File: src/rtl/mips_ctrl_pkg.sv
// ============================================================================
// Module   : mips_ctrl_pkg
// Brief    : State, opcode/funct, ALU and control-word definitions for the
//            multi-cycle MIPS control unit.
// Revision : 1.0 - initial release
// ============================================================================
`default_nettype none

package mips_ctrl_pkg;

    localparam int c_STATE_W = 4;

    typedef enum logic [c_STATE_W-1:0] {
        S_FETCH    = 4'd0,
        S_DECODE   = 4'd1,
        S_MEMADR   = 4'd2,
        S_MEMREAD  = 4'd3,
        S_MEMWB    = 4'd4,
        S_MEMWRITE = 4'd5,
        S_EXECUTE  = 4'd6,
        S_ALUWB    = 4'd7,
        S_ADDIEXEC = 4'd8,
        S_ADDIWB   = 4'd9,
        S_BRANCH   = 4'd10
    } state_t;

    localparam logic [5:0] c_OP_RTYPE = 6'b000000;
    localparam logic [5:0] c_OP_LW    = 6'b100011;
    localparam logic [5:0] c_OP_SW    = 6'b101011;
    localparam logic [5:0] c_OP_ADDI  = 6'b001000;
    localparam logic [5:0] c_OP_BEQ   = 6'b000100;

    localparam logic [5:0] c_FN_ADD = 6'h20;
    localparam logic [5:0] c_FN_SUB = 6'h22;
    localparam logic [5:0] c_FN_AND = 6'h24;
    localparam logic [5:0] c_FN_OR  = 6'h25;
    localparam logic [5:0] c_FN_NOR = 6'h27;
    localparam logic [5:0] c_FN_SLT = 6'h2A;

    localparam logic [3:0] c_ALU_AND = 4'b0000;
    localparam logic [3:0] c_ALU_OR  = 4'b0001;
    localparam logic [3:0] c_ALU_ADD = 4'b0010;
    localparam logic [3:0] c_ALU_SUB = 4'b0110;
    localparam logic [3:0] c_ALU_SLT = 4'b0111;
    localparam logic [3:0] c_ALU_NOR = 4'b1100;

    localparam logic [1:0] c_SRCB_REG = 2'b00;
    localparam logic [1:0] c_SRCB_ONE = 2'b01;
    localparam logic [1:0] c_SRCB_IMM = 2'b10;

    typedef struct packed {
        logic       pc_write;
        logic       iord;
        logic       mem_write;
        logic       ir_write;
        logic       mem_to_reg;
        logic       reg_write;
        logic       alu_src_a;
        logic       cus;
        logic [1:0] alu_src_b;
        logic [3:0] alu_control;
        logic       pc_src;
    } ctrl_t;

    // Moore control word for a state; alu_exec only matters in EXECUTE.
    // Unknown state codes yield an all-zero word.
    function automatic ctrl_t ctrl_for_state(input state_t s, input logic [3:0] alu_exec);
        ctrl_t c;
        c             = '0;
        c.alu_control = c_ALU_ADD;
        case (s)
            S_FETCH: begin
                c.ir_write  = 1'b1;
                c.alu_src_a = 1'b1;
                c.alu_src_b = c_SRCB_ONE;
                c.pc_write  = 1'b1;
            end
            S_DECODE: begin
                c.alu_src_a = 1'b1;
                c.alu_src_b = c_SRCB_IMM;
            end
            S_MEMADR:   c.alu_src_b = c_SRCB_IMM;
            S_MEMREAD:  c.iord = 1'b1;
            S_MEMWB:    c.reg_write = 1'b1;
            S_MEMWRITE: begin
                c.iord      = 1'b1;
                c.mem_write = 1'b1;
            end
            S_EXECUTE:  c.alu_control = alu_exec;
            S_ALUWB: begin
                c.cus        = 1'b1;
                c.mem_to_reg = 1'b1;
                c.reg_write  = 1'b1;
            end
            S_ADDIEXEC: c.alu_src_b = c_SRCB_IMM;
            S_ADDIWB: begin
                c.mem_to_reg = 1'b1;
                c.reg_write  = 1'b1;
            end
            S_BRANCH: begin
                c.alu_control = c_ALU_SUB;
                c.pc_src      = 1'b1;
            end
            default:    c = '0;
        endcase
        return c;
    endfunction

endpackage

`default_nettype wire

File: src/rtl/mips_alu_decoder.sv
// ============================================================================
// Module   : mips_alu_decoder
// Brief    : R-type funct field to ALUControl mapping with legality flag.
// Revision : 1.0 - initial release
// ============================================================================
`default_nettype none

module mips_alu_decoder
    import mips_ctrl_pkg::*;
(
    input  logic [5:0] i_funct,
    output logic [3:0] o_alu_control,
    output logic       o_funct_ok
);

    always_comb begin
        o_alu_control = c_ALU_ADD;
        o_funct_ok    = 1'b1;
        case (i_funct)
            c_FN_ADD: o_alu_control = c_ALU_ADD;
            c_FN_SUB: o_alu_control = c_ALU_SUB;
            c_FN_AND: o_alu_control = c_ALU_AND;
            c_FN_OR:  o_alu_control = c_ALU_OR;
            c_FN_NOR: o_alu_control = c_ALU_NOR;
            c_FN_SLT: o_alu_control = c_ALU_SLT;
            default:  o_funct_ok    = 1'b0;
        endcase
    end

endmodule

`default_nettype wire

File: src/rtl/mips_multi_cycle_control.sv
// ============================================================================
// Module   : mips_multi_cycle_control
// Brief    : Moore FSM sequencing the multi-cycle MIPS datapath control lines.
// Revision : 1.0 - initial release
// ============================================================================
`default_nettype none

module mips_multi_cycle_control
    import mips_ctrl_pkg::*;
#(
    parameter int STATE_W = 4
)
(
    input  logic               clk,
    input  logic               reset,
    input  logic [5:0]         opcode_i,
    input  logic [5:0]         funct_i,
    input  logic               zero_i,
    output logic               PCWrite,
    output logic               IorD,
    output logic               MemWrite,
    output logic               IRWrite,
    output logic               MemtoReg,
    output logic               RegWrite,
    output logic               ALUSrcA,
    output logic               CUS,
    output logic [1:0]         ALUSrcB,
    output logic [3:0]         ALUControl,
    output logic               PCSrc,
    output logic [STATE_W-1:0] state_o,
    output logic               illegal_o
);

    state_t     r_state;
    ctrl_t      r_ctrl;
    state_t     w_next;
    logic       w_illegal;
    logic [3:0] w_alu_control;
    logic       w_funct_ok;

    mips_alu_decoder u_alu_decoder (
        .i_funct       (funct_i),
        .o_alu_control (w_alu_control),
        .o_funct_ok    (w_funct_ok)
    );

    always_comb begin
        w_next    = S_FETCH;
        w_illegal = 1'b0;
        case (r_state)
            S_FETCH: w_next = S_DECODE;
            S_DECODE: begin
                case (opcode_i)
                    c_OP_RTYPE: begin
                        if (w_funct_ok) w_next    = S_EXECUTE;
                        else            w_illegal = 1'b1;
                    end
                    c_OP_LW, c_OP_SW: w_next    = S_MEMADR;
                    c_OP_ADDI:        w_next    = S_ADDIEXEC;
                    c_OP_BEQ:         w_next    = S_BRANCH;
                    default:          w_illegal = 1'b1;
                endcase
            end
            S_MEMADR:   w_next = (opcode_i == c_OP_LW) ? S_MEMREAD : S_MEMWRITE;
            S_MEMREAD:  w_next = S_MEMWB;
            S_EXECUTE:  w_next = S_ALUWB;
            S_ADDIEXEC: w_next = S_ADDIWB;
            default:    w_next = S_FETCH;
        endcase
    end

    // The control word is registered alongside the state; its reset value is
    // the FETCH word so the first cycle after release already fetches.
    always_ff @(posedge clk or negedge reset) begin
        if (!reset) begin
            r_state <= S_FETCH;
            r_ctrl  <= ctrl_for_state(S_FETCH, c_ALU_ADD);
        end else begin
            r_state <= w_next;
            r_ctrl  <= ctrl_for_state(w_next, w_alu_control);
        end
    end

    // Outputs are masked while reset is held so no write can slip through.
    assign PCWrite    = reset & (r_ctrl.pc_write | ((r_state == S_BRANCH) & zero_i));
    assign IorD       = reset & r_ctrl.iord;
    assign MemWrite   = reset & r_ctrl.mem_write;
    assign IRWrite    = reset & r_ctrl.ir_write;
    assign MemtoReg   = reset & r_ctrl.mem_to_reg;
    assign RegWrite   = reset & r_ctrl.reg_write;
    assign ALUSrcA    = reset & r_ctrl.alu_src_a;
    assign CUS        = reset & r_ctrl.cus;
    assign ALUSrcB    = reset ? r_ctrl.alu_src_b   : 2'b00;
    assign ALUControl = reset ? r_ctrl.alu_control : 4'b0000;
    assign PCSrc      = reset & r_ctrl.pc_src;
    assign illegal_o  = reset & w_illegal;
    assign state_o    = STATE_W'(r_state);

endmodule

`default_nettype wire

File: config.mk
export PLATFORM = sky130hd
export DESIGN_NAME = mips_multi_cycle_control
export DESIGN_NICKNAME = d
export VERILOG_FILES = /design/src/rtl/mips_ctrl_pkg.sv /design/src/rtl/mips_alu_decoder.sv /design/src/rtl/mips_multi_cycle_control.sv
export SDC_FILE = /design/constraint.sdc
export NUM_CORES = 1
export LEC_CHECK = 0
export ABC_AREA = 1
export CORE_UTILIZATION = 40
export CTS_BUF_LIST = sky130_fd_sc_hd__clkbuf_2
export CTS_CLUSTER_DIAMETER = 60
export DETAILED_ROUTE_END_ITERATION = 8
export PLACE_DENSITY = 0.76
export SLEW_MARGIN = 10
export SYNTH_ARGS = -nofsm -noshare
export SYNTH_HDL_FRONTEND = slang
export SYNTH_SLANG_ARGS = --single-unit
File: constraint.sdc
create_clock -name clk -period 1.8 [get_ports clk]
set_input_delay 0.54 -clock clk [delete_from_list [all_inputs] [get_ports clk]]
set_output_delay 0.54 -clock clk [all_outputs]
set_load 0.01 [all_outputs]
==> results.rst <==
.. list-table::
   :header-rows: 1

   * - Metric
     - Value
   * - Cts hold-fix bufs
     - 0
   * - Setup Crit Path Kind
     - in -> out
   * - Launching point of the worst reg2reg path
     - state_o[2]
   * - Core footprint
     - 2320 um2
   * - Data required, critical path
     - 1.26 ns
   * - Leading cell type in the layout, fill and taps excluded
     - buf_4
   * - Global-route wire length before repair
     - 4130 um
   * - Met3 layer usage reported by global route
     - 0.0435
   * - Cell Rows
     - 17
   * - Worst-case reg-to-reg path depth
     - 11
   * - Endpoint of the worst setup timing path
     - illegal_o
   * - CTS clk-pin slew, worst paths
     - 0.16 ns
   * - Number of CTS-inserted buffers
     - 3
   * - Number of storage elements in the synthesis netlist
     - 17
   * - Max Fanout on Critical Path
     - 3
   * - Height of the die
     - 52.5 um
   * - Power density normalized to cell area
     - 461 nW/um2
   * - Startpoint Class
     - input pin
   * - TritonCTS clock tree
     - done
   * - Worst-case setup slack after placement
     - -0.884 ns
   * - Layout fillers
     - 189
   * - Path class of the lowest-slack min-delay path
     - in -> async
   * - Number of global-route vias before repair
     - 994
   * - Share of the core filled with cells in the final layout
     - 0.729
   * - Antenna cells
     - 0
   * - Count of warnings emitted by yosys
     - 0
   * - Nets@finish
     - 232
   * - CTS H-tree lvls
     - 1
   * - Max cap viols
     - 0
   * - Signed area change from the synthesized netlist to the final layout
     - 65.4%
   * - Post-synth net total
     - 157
   * - Post-route cell area
     - 1690 um2
   * - Max Root-Sink Buffers
     - 2
   * - Effective utilization at floorplan
     - 0.440
   * - VDD IR max
     - 0.000430 V
   * - Share of the clock period used by the worst path
     - 1.10
   * - DRC violation count after routing
     - 0
   * - Setup repair after global routing missed its margin
     - true
   * - Die Footprint
     - 2760 um2
   * - Count of buffers inserted at the top-level ports
     - 34
   * - Total routing resource utilization after global routing
     - 0.206
   * - Final period demand of the worst path
     - 1.97 ns
   * - Root Driver
     - clkbuf_2
   * - Ports
     - 35
   * - Max Clk Rate
     - 507 MHz
   * - Clock latency on the worst-skew pair
     - 0.30 ns
   * - Grt met2 use
     - 0.371
   * - Number of antenna violations at the first check in global routing
     - 0
   * - Final setup violation count
     - 2
   * - Measured slew at the worst slew-check pin
     - 0.289 ns
   * - Clock sink total
     - 17
   * - 1st-iter DRT viols
     - 14
   * - Worst max-slew margin expressed relative to the limit
     - 0.806
   * - Average via count per standard cell
     - 4.47
   * - Worst hold-check slack
     - 0.272 ns
   * - Terminus of the critical flop-to-flop path
     - r_ctrl[6]
   * - Detailed-router iteration count before antenna repair
     - 6
   * - Syn_area_per_cell
     - 7.19 um2
   * - Cell variety after synth
     - 24
   * - DRT Wirelength
     - 2380 um
   * - Total power consumption of the routed design
     - 0.779 mW
   * - Syn Inst Count
     - 142
   * - Number of max-slew violations in the final report
     - 0
   * - Setup tns final
     - -0.243 ns
   * - Nature of the critical path endpoint
     - output pin
   * - Half-perimeter wire length after detailed placement
     - 1810 um
   * - Placed standard-cell area
     - 1590 um2
   * - R2R setup slack
     - 0.27 ns
   * - Launch point of the worst path
     - opcode_i[5]
   * - Routed vias
     - 1,091
   * - Slack of the critical path
     - -0.171 ns
   * - Residual overflow from global routing
     - 0
   * - Top library cells by usage in the layout, fill and taps aside
     - buf_4 (36), inv_1 (31), nand2_1 (23)
   * - DR WL/cell
     - 9.73 um
   * - Proportion of layout cells with a drive suffix above 1
     - 0.412
   * - Global routing usage on met1
     - 0.245
   * - Number of placed instances, taps included
     - 229
   * - Hold Fails Final Rpt
     - 0
   * - Count of antenna-violating nets left after detailed routing
     - 0
   * - Violations in the final reports
     - setup timing
   * - Crit path DAT
     - 1.43 ns
   * - Pin count of the biggest net entering global routing
     - 13
   * - Routability Congestion
     - 0.826
   * - Leakage power total
     - 1.07 nW
   * - Post-Route Skew
     - 0.00678 ns
   * - Busiest layer in global routing
     - met2
   * - Total standard cell area after synthesis
     - 1020 um2
   * - Post-Layout Cell Count
     - 244
   * - Die X-Extent
     - 52.5 um
   * - Result of the run
     - complete, but fails checks
   * - Register area share after synthesis
     - 0.420
-- power breakdown --
group	internal (mW)	switching, mW
clock network	0.0503	0.123
registers	0.396	0.00566
logic	0.105	0.0997
total	0.551	0.228
-- worst max-delay path: stages --
cell and delay [ns]:
clkdlybuf4s15_1 0.21, nor2_2 0.12, nand2_1 0.11, nor2_2 0.12, inv_1 0.05, nand4_1 0.10, a21oi_2 0.04, buf_2 0.13
-- area by class of cell --
type,instances,area (um2),area share
clock buffers,3,15.0,0.00889
clock inverters,1,5.00,0.00296
inverters,40,150,0.0889
multi-input cells,83,473,0.280
flip-flops and latches,17,429,0.254
well taps,28,35.0,0.0207
repair buffers,72,582,0.344
-- registers in the layout, summed over array words and instances (netlist names) --
signal   count
r_ctrl      13
state_o      4
-- cell families after synthesis --
family	synth area share
and+or+nand+nor	0.362
DFF	0.420
AOI/OAI and AO/OA	0.0601
buffers and inverters	0.158
-- timing repair --
action,in CTS,in global routing
gates resized for setup,70,11
buffers inserted,11,1
pin swaps,17,9
endpoints found under the setup margin,20,11
-- how the worst min path moves through the flow --
stage,end,cells past startpoint
after global placement,state_o[0],2
after detailed placement,state_o[0],2
final,r_ctrl[12],3
after CTS,r_ctrl[12],3
after global routing,r_ctrl[12],3
after floorplan,r_ctrl[0],0
-- cells in the mapped netlist --
cell type  instances  area share
nand3_1            9       0.044
or2_1              1      0.0061
dfrtp_1           14        0.34
nand2_2            6       0.037
buf_4              1      0.0074
nand3_2            5       0.049
o22ai_1            1      0.0061
nor2_1            15       0.055
nand4_1            4       0.025
inv_1             36        0.13
a21oi_1            2      0.0098
nand3b_1           1      0.0074
and2_1             1      0.0061
o21ai_2            1      0.0086
a21oi_2            1      0.0086
nor3_2             1      0.0098
nand2_1           25       0.092
dfstp_2            3       0.077
a21boi_0           1      0.0074
o21ai_0            2      0.0098
o21ai_1            2      0.0098
nor2_2             5       0.031
inv_2              4       0.015
clkbuf_1           1      0.0037
-- layer usage --
metal	share of wire	vias to the layer above
li1	-	571
met1	0.42	492
met2	0.54	26
met3	0.030	2
met4	0.0080	0
met5	0	-
Note: power is estimated with default switching activity, not from simulation.
